## src/rtl/cmac_axis_tx_arb.sv

```systemverilog
// cmac_axis_tx_arb: packet-atomic round-robin merge of NUM_CH AXIS sources onto the CMAC TX port,
// with a 2-entry registered output buffer, malformed-beat flagging and oversize truncation/drain.
module cmac_axis_tx_arb #(
   parameter int NUM_CH    = 2,
   parameter int DATA_W    = 512,
   parameter int MAX_BEATS = 256,
   parameter int CNT_W     = 32
) (
   input  logic                       aclk,
   input  logic                       aresetn,
   input  logic                       tx_enable,
   input  logic [NUM_CH*DATA_W-1:0]   s_axis_tdata,
   input  logic [NUM_CH*DATA_W/8-1:0] s_axis_tkeep,
   input  logic [NUM_CH-1:0]          s_axis_tvalid,
   input  logic [NUM_CH-1:0]          s_axis_tlast,
   input  logic [NUM_CH-1:0]          s_axis_tuser,
   output logic [NUM_CH-1:0]          s_axis_tready,
   output logic [DATA_W-1:0]          m_axis_tdata,
   output logic [DATA_W/8-1:0]        m_axis_tkeep,
   output logic                       m_axis_tvalid,
   output logic                       m_axis_tlast,
   output logic                       m_axis_tuser,
   input  logic                       m_axis_tready,
   output logic [2:0]                 grant_ch,
   output logic                       busy,
   output logic [NUM_CH*CNT_W-1:0]    pkt_cnt,
   output logic [15:0]                trunc_cnt
);
   localparam int KW = DATA_W/8;
   localparam int BW = $clog2(MAX_BEATS+1);
   typedef enum logic [1:0] {IDLE, XFER, DROP} state_t;
   typedef struct packed {
      logic [DATA_W-1:0] d;
      logic [KW-1:0]     k;
      logic              l;
      logic              u;
   } beat_t;
   state_t state_q, state_d;
   logic [2:0] grant_q, grant_d, nxt_ch;
   logic found, ch_rdy, acc, trunc, push, pop, vld_q, vld_d;
   logic [BW-1:0] beat_q, beat_d;
   logic [1:0] cnt_q, cnt_d;
   logic [DATA_W-1:0] sel_d;
   logic [KW-1:0] sel_k, kp1;
   logic sel_v, sel_l, sel_u;
   beat_t in_beat, head_q, head_d, tail_q, tail_d;
   logic [NUM_CH*CNT_W-1:0] pkt_q, pkt_d;
   logic [15:0] trunc_q, trunc_d;

   always_ff @(posedge aclk or negedge aresetn)
      if (!aresetn) begin
         state_q <= IDLE;
         grant_q <= 3'(NUM_CH-1);
         beat_q  <= '0;
      end else begin
         state_q <= state_d;
         grant_q <= grant_d;
         beat_q  <= beat_d;
      end

   // round-robin search starts one past the last grant; lowest distance wins
   always_comb begin
      nxt_ch  = grant_q;
      found   = 1'b0;
      for (int i = NUM_CH; i >= 1; i--)
         if (s_axis_tvalid[(int'(grant_q) + i) % NUM_CH]) begin
            nxt_ch = 3'((int'(grant_q) + i) % NUM_CH);
            found  = 1'b1;
         end
      state_d = state_q;
      grant_d = grant_q;
      beat_d  = beat_q;
      if (state_q == IDLE) begin
         beat_d = '0;
         if (tx_enable && found) begin
            state_d = XFER;
            grant_d = nxt_ch;
         end
      end else if (acc) begin
         if (state_q == XFER) beat_d = beat_q + BW'(1);
         state_d = sel_l ? IDLE : trunc ? DROP : state_q;
      end
   end

   always_comb begin
      sel_d = '0;
      sel_k = '0;
      sel_v = 1'b0;
      sel_l = 1'b0;
      sel_u = 1'b0;
      s_axis_tready = '0;
      ch_rdy = state_q == XFER ? cnt_q < 2'd2 : state_q == DROP;
      for (int c = 0; c < NUM_CH; c++)
         if (grant_q == 3'(c)) begin
            sel_d = s_axis_tdata[c*DATA_W +: DATA_W];
            sel_k = s_axis_tkeep[c*KW +: KW];
            sel_v = s_axis_tvalid[c];
            sel_l = s_axis_tlast[c];
            sel_u = s_axis_tuser[c];
            s_axis_tready[c] = ch_rdy;
         end
      acc   = ch_rdy && sel_v;
      push  = acc && state_q == XFER;
      trunc = push && !sel_l && beat_q == BW'(MAX_BEATS-1);
      kp1   = sel_k + KW'(1);
      in_beat.d = sel_d;
      in_beat.k = sel_k;
      in_beat.l = sel_l || trunc;
      // a contiguous last-beat keep is 2^n-1, so k & (k+1) flags any hole
      in_beat.u = sel_u || (sel_l && sel_k == '0) || (!sel_l && sel_k != '1)
                  || (sel_l && |(sel_k & kp1)) || trunc;
   end

   always_comb begin
      pop    = vld_q && m_axis_tready;
      head_d = head_q;
      tail_d = tail_q;
      if (cnt_q == 2'd2 && pop) head_d = tail_q;
      else if (push && (cnt_q == 2'd0 || pop)) head_d = in_beat;
      if (push && cnt_q == 2'd1 && !pop) tail_d = in_beat;
      cnt_d   = cnt_q + 2'(push) - 2'(pop);
      vld_d   = cnt_d != 2'd0;
      pkt_d   = pkt_q;
      for (int c = 0; c < NUM_CH; c++)
         if (push && sel_l && grant_q == 3'(c))
            pkt_d[c*CNT_W +: CNT_W] = pkt_q[c*CNT_W +: CNT_W] + CNT_W'(1);
      trunc_d = trunc_q + 16'(trunc && trunc_q != 16'hFFFF);
   end

   always_ff @(posedge aclk or negedge aresetn)
      if (!aresetn) begin
         head_q  <= '0;
         tail_q  <= '0;
         cnt_q   <= '0;
         vld_q   <= 1'b0;
         pkt_q   <= '0;
         trunc_q <= '0;
      end else begin
         head_q  <= head_d;
         tail_q  <= tail_d;
         cnt_q   <= cnt_d;
         vld_q   <= vld_d;
         pkt_q   <= pkt_d;
         trunc_q <= trunc_d;
      end

   assign m_axis_tdata  = head_q.d;
   assign m_axis_tkeep  = head_q.k;
   assign m_axis_tlast  = head_q.l;
   assign m_axis_tuser  = head_q.u;
   assign m_axis_tvalid = vld_q;
   assign grant_ch      = grant_q;
   assign busy          = state_q != IDLE || vld_q;
   assign pkt_cnt       = pkt_q;
   assign trunc_cnt     = trunc_q;
endmodule

```

## config.mk

```make
export PLATFORM = sky130hd
export DESIGN_NAME = cmac_axis_tx_arb
export DESIGN_NICKNAME = d
export VERILOG_FILES = /design/src/rtl/cmac_axis_tx_arb.sv
export SDC_FILE = /design/constraint.sdc
export NUM_CORES = 2
export LEC_CHECK = 0
export ABC_AREA = 0
export CAP_MARGIN = 20
export CORE_AREA = 3 3 719 721
export DETAILED_ROUTE_END_ITERATION = 7
export DIE_AREA = 0 0 722 724
export SETUP_SLACK_MARGIN = 0.02
export SLEW_MARGIN = 10
export SYNTH_ARGS = -nofsm -noshare
export SYNTH_HDL_FRONTEND = slang
export SYNTH_SLANG_ARGS = --single-unit
```

## constraint.sdc

```tcl
create_clock -name aclk -period 4.3 [get_ports aclk]
set_input_delay 1.29 -clock aclk [delete_from_list [all_inputs] [get_ports aclk]]
set_output_delay 1.29 -clock aclk [all_outputs]
set_load 0.01 [all_outputs]
```

==> out/metrics.yaml <==
status: "finished, final reports clean"
max_freq_ghz: 0.247
slew_violations: 0
io_pins: 1827
grt_pass1_wl_mm: 557
drt_wl_total_mm: 444
core_um2: 512000
grt_overflow_total: 0
setup_viol: 0
synth_edf_count: 0
die_x_um: 722
rr_worst_depth: 11
power.density_nw_per_um2: 701
grt_usage_pct: 16.2
criticalPathCategory: "flip-flop to primary output"
crit_arrival_ns: 2.75
htree_num_levels: 4
r2r-end: "m_axis_tuser$_DFFE_PN0P_"
drv_cap: 0
drt_iter0_drc: 5382
grt_pass1_vias: 52800
vdd_drop_max_v: 0.000500
startpoint_type: "flip-flop"
fillers: 56900
clock_path_buffers: 4
route.met2.wl_mm: 200
port_buffers: 1824
fin_crit_sh_pct: 94.0
vias: 57100
cts.sink_count: 1251
clock-skew-final_ns: 0.0420
grt_max_degree: 115
dp_hpwl_mm: 382
syn_avg_cell_area_um2: 9.08
dp.cells: 14900
clockRootBuffer: "clkbuf_16"
crit_required_ns: 3.01
place_ws_ns: -0.294
dr_wl_met3_mm: 59.5
r2r-start: "grant_ch[0]$_DFFE_PN1P_"
syn-cell-area_um2: 58000
worst_slack_ns: 0.256
drive_above_1_share_pct: 7.70
routedWlPerCell_um: 29.0
rsz0062_at_grt: "false"
die_height_um: 724
cts_tree: "built"
wl_met1_mm: 159
synth_cells: 6389
fin_hold_ws_ns: 0.451
ys_seq_area_share_pct: 53.9
tightestPinTransition_ns: 1.07
slew_headroom_pct: 26.6
hold_path.class: "primary input to asynchronous set/reset pin"
async_reset_ff_share_pct: 100
cts_buffers: 158
gp_congestion: 1.21
p_leak_nw: 38.9
die_area_um2: 523000
ys_ff_latch: 1251
dr.pass1.iters: 8
start_util_pct: 11.3
area_growth_syn_to_layout_pct: 58.7
drc_errors: 0
layout.cells.non_filler: 15300
routed.top_layer: "met5"
drt.antenna.violating_nets: 0
hold_buffers: 0
viasPerCell: 3.73
worstPathMaxFanout: 33
ff2ff_setup_slack_ns: 0.38
final_core_util_pct: 18.0
antenna_found_initial: 375
hold_viol: 0
ys.flop_type: "dfrtp_1"
cts.clk_slew.worst_paths_ns: 0.06
fin_nets: 9446
rows: 263
clk_latency_ns: 0.86
cp-end-kind: "primary output"
ys_warn_count: 0
period_needed_ns: 4.04
synth_cell_type_count: 64
## worst max-delay path, stage by stage (launching register included)
cell and delay, ns:
dfstp_4 0.86, buf_12 0.28, nor2b_1 0.18, clkdlybuf4s50_1 0.60
## cells by family (layout without fill, tap and decap cells)
| kind of cell | count (synthesis) | in the layout | synth area share, % |
|---|---|---|---|
| compound gates | 1845 | 1845 | 16.3 |
| flops | 1251 | 1251 | 53.9 |
| buf+inv | 483 | 2482 | 3.33 |
| mux | 581 | 581 | 10.0 |
| simple gates | 2137 | 2137 | 15.0 |
| xor+xnor | 83 | 83 | 1.25 |
| other cells | 1 | 161 | 0.00646 |
| fa+ha+maj | 8 | 8 | 0.172 |
## cell usage after synthesis, types with 2 or more instances
cell         n  area [µm²]
a221oi_1     3        26.3
and4_1       3        26.3
xnor2_1     61         534
clkbuf_1   337        1260
nor2b_1      9        56.3
buf_1       60         225
nand4b_1    13         114
nor4b_1      3        26.3
inv_1       13        48.8
o32ai_1      2        17.5
nand3_1     77         385
dfrtp_1   1250       31300
xor2_1      22         193
nand2b_1     4        25.0
nor4_1      14        87.6
a21oi_1    600        3000
nand3b_1    30         225
o21ai_0   1170        5860
nand2_1   1242        4660
nor2_1     623        2340
buf_2       67         335
a211oi_1     2        15.0
a22oi_1     15         113
a31oi_1     15        93.8
buf_4        3        22.5
o22ai_1     11        68.8
mux2_2       4        45.0
a32o_1       3        30.0
and2_1       4        25.0
and3_1      20         125
ha_1         8         100
a32oi_1      2        17.5
a41oi_1      2        17.5
nand4_1     51         319
or2_2        3        18.8
nor3_1      28         140
a222oi_1     8        80.1
buf_6        3        33.8
nor3_2       3        30.0
mux2i_1    577        5780
## registers in the layout (all words and copies together) (netlist names), 2 cells and up
signal / count
cnt_q: 2
state_q: 2
pkt_cnt: 64
m_axis_tkeep: 64
m_axis_tdata: 512
tail_q: 578
beat_q: 9
trunc_cnt: 16
## where the power goes
| part | total [W] | switching, W | internal, W |
|---|---|---|---|
| clock | 0.0136 | 0.00569 | 0.00795 |
| sequential | 0.0206 | 0.00321 | 0.0174 |
| combinational | 0.0303 | 0.0180 | 0.0123 |
## metrics by stage
step / instance area [µm²] / power (W) / setup TNS [ns]
after CTS: 91700 / 0.0655 / 0
after global placement: 86500 / 0.0509 / -0.574
after detailed placement: 86500 / 0.0514 / -0.541
after global routing: 91900 / 0.0689 / 0
final: 92100 / 0.0645 / 0
after floorplan: 58000 / 0.0341 / 0
## per-layer routing
metal	global-route usage, %	vias to the layer above
met4	7.72	200
met1	17.5	27400
met3	9.07	967
met5	0.806	-
li1	-	25900
met2	25.7	2719
## cell type report
class,count,area [µm²],area share (%)
timing repair buffer,2196,21900,23.7
antenna,159,398,0.432
clock inverter,49,626,0.679
multi-input combinational,4656,24800,27.0
tap,6757,8450,9.18
inverter,13,48.8,0.0530
clock buffer,224,4550,4.94
sequential,1251,31300,34.0
## how the worst max path moves through the flow
stage                                 start                        to  cells past startpoint
floorplan           grant_ch[0]$_DFFE_PN1P_          s_axis_tready[1]                      9
global placement            s_axis_tkeep[2]  m_axis_tuser$_DFFE_PN0P_                     13
detailed placement         s_axis_tkeep[72]  m_axis_tuser$_DFFE_PN0P_                     11
CTS                 grant_ch[0]$_DFFE_PN1P_          s_axis_tready[1]                      3
global route        grant_ch[0]$_DFFE_PN1P_          s_axis_tready[1]                      3
finish              grant_ch[0]$_DFFE_PN1P_          s_axis_tready[1]                      3
## cells in the final DEF, fill, tap and decap left out, drive strengths merged, types with 159 or more instances in the layout
master,count
clkdlybuf4s50,1812
dfrtp,1250
nand2,1242
o21ai,1171
nor2,623
a21oi,600
mux2i,577
buf,384
clkbuf,224
diode,159
## what timing repair did
action / 4_1_cts / 5_1_grt
hold endpoints to repair: 0 / 0
endpoints found under the setup margin: 2 / 0
setup buffers: 1 / 0
gates resized for setup: 0 / 0
(Power assumes the default switching activity.)
